**src/rtl/pipeline_ctrl.sv**
```systemverilog
`default_nettype none
// ============================================================================
// Module      : pipeline_ctrl
// Description : Hazard and sequencing controller for the IF/ID, ID/EX, EX/MEM
//               and MEM/WB pipeline registers. It produces per-register stall
//               (hold) and flush (bubble) strobes from three sources:
//               load-use hazards, taken branches resolved at the EX/MEM
//               output, and multi-cycle data-memory accesses. A wait-state
//               FSM with a timeout watches the data memory.
//               The optional build macro PIPE_PERF_CNT_EN adds saturating
//               performance counters.
// Ports       : clock, reset (async, active-low)
//               if_id_rs/if_id_rt/if_id_uses_rt : sources of the ID instruction
//               id_ex_mem_read/id_ex_rt         : load in EX and its destination
//               mem_access/dmem_ready           : data-memory handshake
//               mem_pc_src                      : taken branch at EX/MEM output
//               stall_*/flush_*                 : pipeline register strobes
//               mem_error                       : sticky memory timeout flag
//               perf_* (PIPE_PERF_CNT_EN only)  : stall/bubble/flush counters
// Revision    : 1.0 - initial release
// ============================================================================
module pipeline_ctrl #(
    parameter int MEM_TIMEOUT = 16,
    parameter int REG_W       = 5
) (
    input  logic             clock,
    input  logic             reset,
    input  logic [REG_W-1:0] if_id_rs,
    input  logic [REG_W-1:0] if_id_rt,
    input  logic             if_id_uses_rt,
    input  logic             id_ex_mem_read,
    input  logic [REG_W-1:0] id_ex_rt,
    input  logic             mem_access,
    input  logic             dmem_ready,
    input  logic             mem_pc_src,
    output logic             stall_pc,
    output logic             stall_if_id,
    output logic             stall_id_ex,
    output logic             stall_ex_mem,
    output logic             flush_if_id,
    output logic             flush_id_ex,
    output logic             flush_ex_mem,
    output logic             flush_mem_wb,
    output logic             mem_error
`ifdef PIPE_PERF_CNT_EN
    ,
    output logic [31:0]      perf_stall_cycles,
    output logic [31:0]      perf_bubbles,
    output logic [31:0]      perf_flushes
`endif
);

    localparam int c_CNT_W = $clog2(MEM_TIMEOUT) + 1;
    localparam logic [c_CNT_W-1:0] c_CNT_LAST = c_CNT_W'(MEM_TIMEOUT - 1);
    localparam logic [c_CNT_W-1:0] c_CNT_ONE  = c_CNT_W'(1);

    typedef enum logic [1:0] {
        RUN      = 2'd0,
        MEM_WAIT = 2'd1,
        ERROR    = 2'd2
    } state_t;

    state_t             r_state, w_stateNext;
    logic [c_CNT_W-1:0] r_waitCnt, w_waitCntNext;
    logic               r_memError, w_memErrorNext;
    logic               w_memWait;
    logic               w_loadUse;
    logic               w_hold;
    logic               w_branchFlush;
    logic               w_bubble;

    assign w_memWait = mem_access & ~dmem_ready;
    // A load to r0 never creates a real dependency.
    assign w_loadUse = id_ex_mem_read && (id_ex_rt != '0) &&
                       ((id_ex_rt == if_id_rs) || (if_id_uses_rt && (id_ex_rt == if_id_rt)));

    always_ff @(posedge clock or negedge reset) begin
        if (!reset) begin
            r_state    <= RUN;
            r_waitCnt  <= '0;
            r_memError <= 1'b0;
        end else begin
            r_state    <= w_stateNext;
            r_waitCnt  <= w_waitCntNext;
            r_memError <= w_memErrorNext;
        end
    end

    always_comb begin
        w_stateNext    = r_state;
        w_waitCntNext  = r_waitCnt;
        w_memErrorNext = r_memError;
        w_hold         = 1'b0;
        w_branchFlush  = 1'b0;
        w_bubble       = 1'b0;
        case (r_state)
            RUN, MEM_WAIT: begin
                if (w_memWait) begin
                    // Memory stall freezes everything up to EX/MEM; a pending
                    // branch stays held and is flushed on the release cycle.
                    w_hold = 1'b1;
                    if (r_state == RUN) begin
                        w_stateNext   = MEM_WAIT;
                        w_waitCntNext = c_CNT_ONE;
                    end else begin
                        w_waitCntNext = r_waitCnt + c_CNT_ONE;
                        if (r_waitCnt == c_CNT_LAST) begin
                            w_stateNext    = ERROR;
                            w_memErrorNext = 1'b1;
                        end
                    end
                end else begin
                    // Release cycle (or ordinary RUN cycle). A dropped
                    // mem_access without ready is also treated as release.
                    w_stateNext   = RUN;
                    w_waitCntNext = '0;
                    if (mem_pc_src) begin
                        // Squashing the younger instructions removes any
                        // load-use hazard among them.
                        w_branchFlush = 1'b1;
                    end else if (w_loadUse) begin
                        w_bubble = 1'b1;
                    end
                end
            end
            ERROR: begin
                w_hold = 1'b1;
            end
            default: begin
                w_stateNext = RUN;
            end
        endcase
    end

    // The strobes are forced low while reset is held, independent of inputs.
    assign stall_pc     = reset & (w_hold | w_bubble);
    assign stall_if_id  = reset & (w_hold | w_bubble);
    assign stall_id_ex  = reset & w_hold;
    assign stall_ex_mem = reset & w_hold;
    assign flush_if_id  = reset & w_branchFlush;
    assign flush_id_ex  = reset & (w_branchFlush | w_bubble);
    assign flush_ex_mem = reset & w_branchFlush;
    assign flush_mem_wb = reset & w_hold;
    assign mem_error    = r_memError;

`ifdef PIPE_PERF_CNT_EN
    logic [31:0] r_perfStall, r_perfBubble, r_perfFlush;

    always_ff @(posedge clock or negedge reset) begin
        if (!reset) begin
            r_perfStall  <= '0;
            r_perfBubble <= '0;
            r_perfFlush  <= '0;
        end else begin
            if (w_hold && (r_perfStall != '1))
                r_perfStall <= r_perfStall + 32'd1;
            if (w_bubble && (r_perfBubble != '1))
                r_perfBubble <= r_perfBubble + 32'd1;
            if (w_branchFlush && (r_perfFlush != '1))
                r_perfFlush <= r_perfFlush + 32'd1;
        end
    end

    assign perf_stall_cycles = r_perfStall;
    assign perf_bubbles      = r_perfBubble;
    assign perf_flushes      = r_perfFlush;
`endif

endmodule
`default_nettype wire

```
**config.mk**
```make
export PLATFORM = sky130hd
export DESIGN_NAME = pipeline_ctrl
export DESIGN_NICKNAME = d
export VERILOG_FILES = /design/src/rtl/pipeline_ctrl.sv
export SDC_FILE = /design/constraint.sdc
export NUM_CORES = 1
export LEC_CHECK = 0
export BUFFER_PORTS_ARGS = -buffer_cell sky130_fd_sc_hd__buf_2
export CAP_MARGIN = 20
export CORE_MARGIN = 2
export CORE_UTILIZATION = 43
export DETAILED_ROUTE_END_ITERATION = 10
export PLACE_DENSITY = 0.73
export SETUP_SLACK_MARGIN = 0.3
export SKIP_LAST_GASP = 1
export SYNTH_ARGS = -nofsm -noshare
export SYNTH_HDL_FRONTEND = slang
export SYNTH_SLANG_ARGS = --single-unit
export TNS_END_PERCENT = 50
```
**constraint.sdc**
```tcl
create_clock -name clock -period 1.5 [get_ports clock]
set_input_delay 0.15 -clock clock [delete_from_list [all_inputs] [get_ports clock]]
set_output_delay 0.15 -clock clock [all_outputs]
set_load 0.01 [all_outputs]
```
Word level (Yosys, flattened, before mapping)

Index checks and enable logic that the tools add are counted.

Register bits: 8
Bits of input ports: 22

Reduce and logical (&&, ||, !) cells: 9
Muxes and demuxes: 15
Equality and inequality tests: 6
$add $sub $neg: 1
Bitwise logic cells: 10

Operator list:

| operator              | number |
|---|---|
| $eq A5 B5 Y1          | 2 |
| $mux W5               | 2 |
| $mux W1               | 8 |
| $mux W2               | 3 |
| $add A5 B1 Y5 const B | 1 |
| $and A1 B1 Y1         | 5 |
| $eq A5 B4 Y1 const B  | 1 |
| $reduce_bool A5 Y1    | 1 |
| $ne A4 B4 Y1 const B  | 1 |
| $pmux W2 S2           | 1 |
| $reduce_and A4 Y1     | 1 |
| $logic_and A1 B1 Y1   | 3 |
| $not A1 Y1            | 3 |
| $eq A2 B1 Y1 const B  | 1 |
| $eq A2 B2 Y1 const B  | 1 |
| $logic_not A2 Y1      | 1 |
| $or A1 B1 Y1          | 2 |
| $pmux W1 S2           | 1 |
| $reduce_and A2 Y1     | 1 |
| $reduce_or A2 Y1      | 1 |
| $logic_or A1 B1 Y1    | 1 |

Logic depth before layout (Yosys ltp)

Word-level depth: 10
Gate-level depth with buffers: 5
Depth with buffers taken out: 5

Worst setup path after synthesis

Ideal clock, no wire load.

Kind: input to output
Start point: input port id_ex_rt[3]
End point: output port stall_pc
Path buffers: 1
Data arrival time: 1.220 ns
Cell stages on the path: 5
Slack: 0.130 ns
Required time: 1.350 ns
Cells stage by stage: xor2_1 -> nor4_2 -> a32oi_1 -> o31ai_2 -> buf_4

Cells in the longest elaborated chain, start to end: 10
Elaborated cells between the ends (all ways): 13
Those cells by class: eq/ne: 2; mux: 4; bitwise: 2; reduce/logical: 5

RTL lines:

| element               | RTL line | text |
|---|---|---|
| from (decl)           | 32       | `input logic [REG_W-1:0] id_ex_rt,` |
| $eq A5 B5 Y1          | 75       | `((id_ex_rt == if_id_rs) \|\| (if_id_uses_rt && (id_ex_rt == if_id_rt)));` |
| $logic_and A1 B1 Y1   | 75       |  |
| $logic_or A1 B1 Y1    | 75       |  |
| $logic_and A1 B1 Y1 * | 74       | `assign w_loadUse = id_ex_mem_read && (id_ex_rt != '0) &&` |
| $mux W1 *             | 121      | `end else if (w_loadUse) begin` |
| $mux W1 *             | 117      | `if (mem_pc_src) begin` |
| $mux W1 *             | 98       | `if (w_memWait) begin` |
| $mux W1 *             | 96       | `case (r_state)` |
| $or A1 B1 Y1 *        | --       |  |
| $and A1 B1 Y1 *       | --       |  |
| to (decl)             | 36       | `output logic stall_pc,` |

Mark *: on every way between the ends. The rest lies on a longest branch, timed or not.

Final worst setup path

Start point: register r_state[1]
End point: output port stall_if_id

Cells in the longest elaborated chain, start to end: 5
Elaborated cells between the ends (all ways): 8
Those cells by class: eq/ne: 2; mux: 2; bitwise: 2; reduce/logical: 2

RTL lines:

| element                                                 | RTL line | text |
|---|---|---|
| from (decl)                                             | 63       | `state_t r_state, w_stateNext;` |
| from (signal assigned)                                  | 83       | `r_state <= w_stateNext;` |
| $eq A2 B1 Y1 / $logic_not A2 Y1 (equally long branches) | 96       |  |
| $reduce_or A2 Y1                                        | 96       |  |
| $pmux W1 S2 / $mux W1 (equally long branches)           | 96       |  |
| $or A1 B1 Y1 *                                          | 137      | `assign stall_if_id = reset & (w_hold \| w_bubble);` |
| $and A1 B1 Y1 *                                         | 137      |  |
| to (decl)                                               | 37       | `output logic stall_if_id,` |

Marks and branches as above.

==> qor.csv <==
stage,metric,value,unit
status,status,finished with violations,
status,violations,negative setup slack,
layout,area_growth_syn_to_layout,43.7,%
timing,max_slew_margin,74.7,%
synthesis,netlist_instances,63,
timing,hold_ws,0.267,ns
synthesis,avgSynthCellArea,9.31,sq um
setup_path,critical-path-max-stage-delay,0.40,ns
timing,worst_slew_pin_slew,0.378,ns
global_route,grt_overflow,0,
worst_hold_path,hold_class,in -> reg,
power,p_per_area,600,mW/mm^2
die,ioPinCount,31,
drt,first_iter_violations,9,
drt,viasPerCell,5.00,
layout,drive_gt1_share,50.5,%
timing,finalCriticalPeriod,1.54,ns
drt,firstDrtPassIters,4,
synthesis,synth-async-reset-ratio,100,%
die,core_area,0.00128,sq mm
global_route,grt_antenna_before_repair,0,
die,start_util,45.7,%
timing,finalHoldViolCount,0,
power,ir_drop,0.471,mV
drt,drc,0,
die,die_w,40.9,um
clock_network,insertion_delay,0.25,ns
layout,utilization,65.6,%
timing,tns,-0.110,ns
timing,finClkSkew,0.00564,ns
synthesis,ys_ff_latch,8,
global_route,grt_pass1_wl,1860,um
placement,placed_cell_area,747,sq um
synthesis,ys.flop_type,dfrtp_1,
drt,final_antenna_net_count,0,
layout,diodes,0,
synthesis,yosys_warnings,0,
clock_network,h-tree-depth,1,
synthesis,netlist_area,587,sq um
synthesis,ys_types,29,
layout,fin_nets,125,
clock_network,cts_buffers,3,
clock_network,cts_tree,done,
synthesis,synth_top_cell_area_share,34.1,%
synthesis,ys_top_cells_by_area,"dfrtp_1 34%, xor2_1 13%, buf_4 5.1%, ha_1 4.3%, nand2b_1 4.3%",
synthesis,synth_nets,87,
setup_path,crit_chain,and3b_2 -> o211ai_2 -> o31ai_2 -> buf_2,
global_route,grtUsageTotal,17.7,%
clock_network,clockRootBuffer,clkbuf_4,
timing,finalSetupViolations,3,
synthesis,synth_top_area_cell,dfrtp_1,
setup_path,crit_path_end_kind,output port,
timing,setup_ws,-0.0430,ns
global_route,grt_max_degree,9,
drt,wl_per_cell,12.2,um
setup_path,critical_path.top_delay_family,flip-flops,
die,die-area,0.00168,sq mm
setup_path,cp_num_buf_inv,1,
die,rows,13,
setup_path,critPathSlowestCell,dfrtp_2,
timing,fmax,648,MHz
drt,drt-total-wl,1390,um
clock_network,clk_pin_slew,0.05,ns
layout,final_cell_area,843,sq um
timing,drv_slew,0,
setup_path,crit_arrival,1.39,ns
synthesis,yosysSeqAreaShare,34.1,%
layout,layout_commonest_cell,buf_2,
power,p_leak,0.000444,uW
layout,mostFrequentLayoutCells,"27 x buf_2, 9 x xor2_1, 7 x dfrtp_1",
timing,finalCritPeriodShare,103,%
placement,port_buffers,30,
setup_path,crit_required,1.35,ns
setup_path,path_max_fanout,2,
clock_network,cts_sinks,8,
layout,num-fill-cells,111,
power,power,506,uW
timing,grt_setup_unrepaired,true,
die,die_height,40.9,um
placement,globalplace.congestion,0.721,
synthesis,synth-edff-count,0,
placement,place_hpwl,1010,um
clock_network,clk_path_buf_depth,2,
flow_run,maxCapViolations,0,
global_route,first_global_vias,468,
drt,vias,570,
setup_path,critPathKind,reg -> out,
setup_path,worstSetupStartpointType,flop,
area by class of cell:
class	count	area (sq um)	area share, %
Sequential cell	8	201	23.9
Inverter	2	7.51	0.890
Timing Repair Buffer	38	235	27.9
Clock buffer	3	22.5	2.67
Multi-Input combinational cell	48	358	42.4
Tap cell	15	18.8	2.23
cell usage after synthesis (2+ instances only):
cell type	number
o21ai_0	4
dfrtp_1	8
nand2_1	4
buf_4	4
nand2b_1	4
inv_1	2
nor3_1	2
ha_1	2
xor2_1	9
nand3_1	2
nor2_1	3
a211oi_1	2
through the flow:
step / std cells / worst slack (ns)
2_1_floorplan: 63 / 0.130
3_3_place_gp: 106 / 0.0841
3_5_place_dp: 106 / 0.0227
4_1_cts: 113 / -0.0346
5_1_grt: 114 / -0.122
6_report: 114 / -0.0430
power breakdown:
group          switching [uW]  leakage [uW]  internal, uW
Combinational            56.7      0.000323          61.5
Sequential               4.18      0.000108           219
Clock                    73.1     0.0000138          91.6
Total                     134      0.000444           372
layer usage:
metal | wire (um) | share of wire (%) | vias up | track usage [%]
li1 | - | - | 291 | -
met1 | 614 | 44 | 257 | 20.3
met2 | 695 | 50 | 22 | 31.6
met3 | 83 | 6.0 | 0 | 1.63
met4 | 0 | 0 | 0 | 10.0
met5 | 0 | 0 | - | 0
kinds of logic after synthesis:
family / Yosys count / synth area share (%)
AND/OR/NAND/NOR: 23 / 23.2
AO/OA/AOI/OAI: 13 / 16.4
XOR/XNOR: 10 / 14.9
flip-flops: 8 / 34.1
buffers and inverters: 7 / 7.04
adder cells (fa/ha/maj): 2 / 4.26
tightest hold or removal path, stage by stage:
cell,delay (ns)
buf_2,0.11
nand2b_1,0.14
a211oi_1,0.07
worst paths after layout:
path                           endpoint  slack, ns  cells past startpoint        from
setup / recovery            stall_if_id      -0.04                      4  r_state[1]
hold / removal               r_state[0]       0.27                      3  mem_access
setup reg to reg           r_waitCnt[2]       0.12                      5  r_state[1]
hold reg to reg               mem_error       0.48                      1   mem_error
max in group asynchronous    r_state[1]       0.73                      3       reset
min in group asynchronous     mem_error       0.47                      3       reset
sequential cells by signal, summed over array words and instances (netlist names):
name,count
mem_error,1
r_state,2
r_waitCnt,5
what timing repair did:
action | CTS | global route
gates resized for setup | 3 | 8
setup buffers | 3 | 1
pin swaps | 1 | 3
endpoints found under the hold margin | 8 | 0
hold buffers | 1 | 0
endpoints found under the setup margin | 13 | 15
No activity file was read; power rests on OpenSTA's default activity.
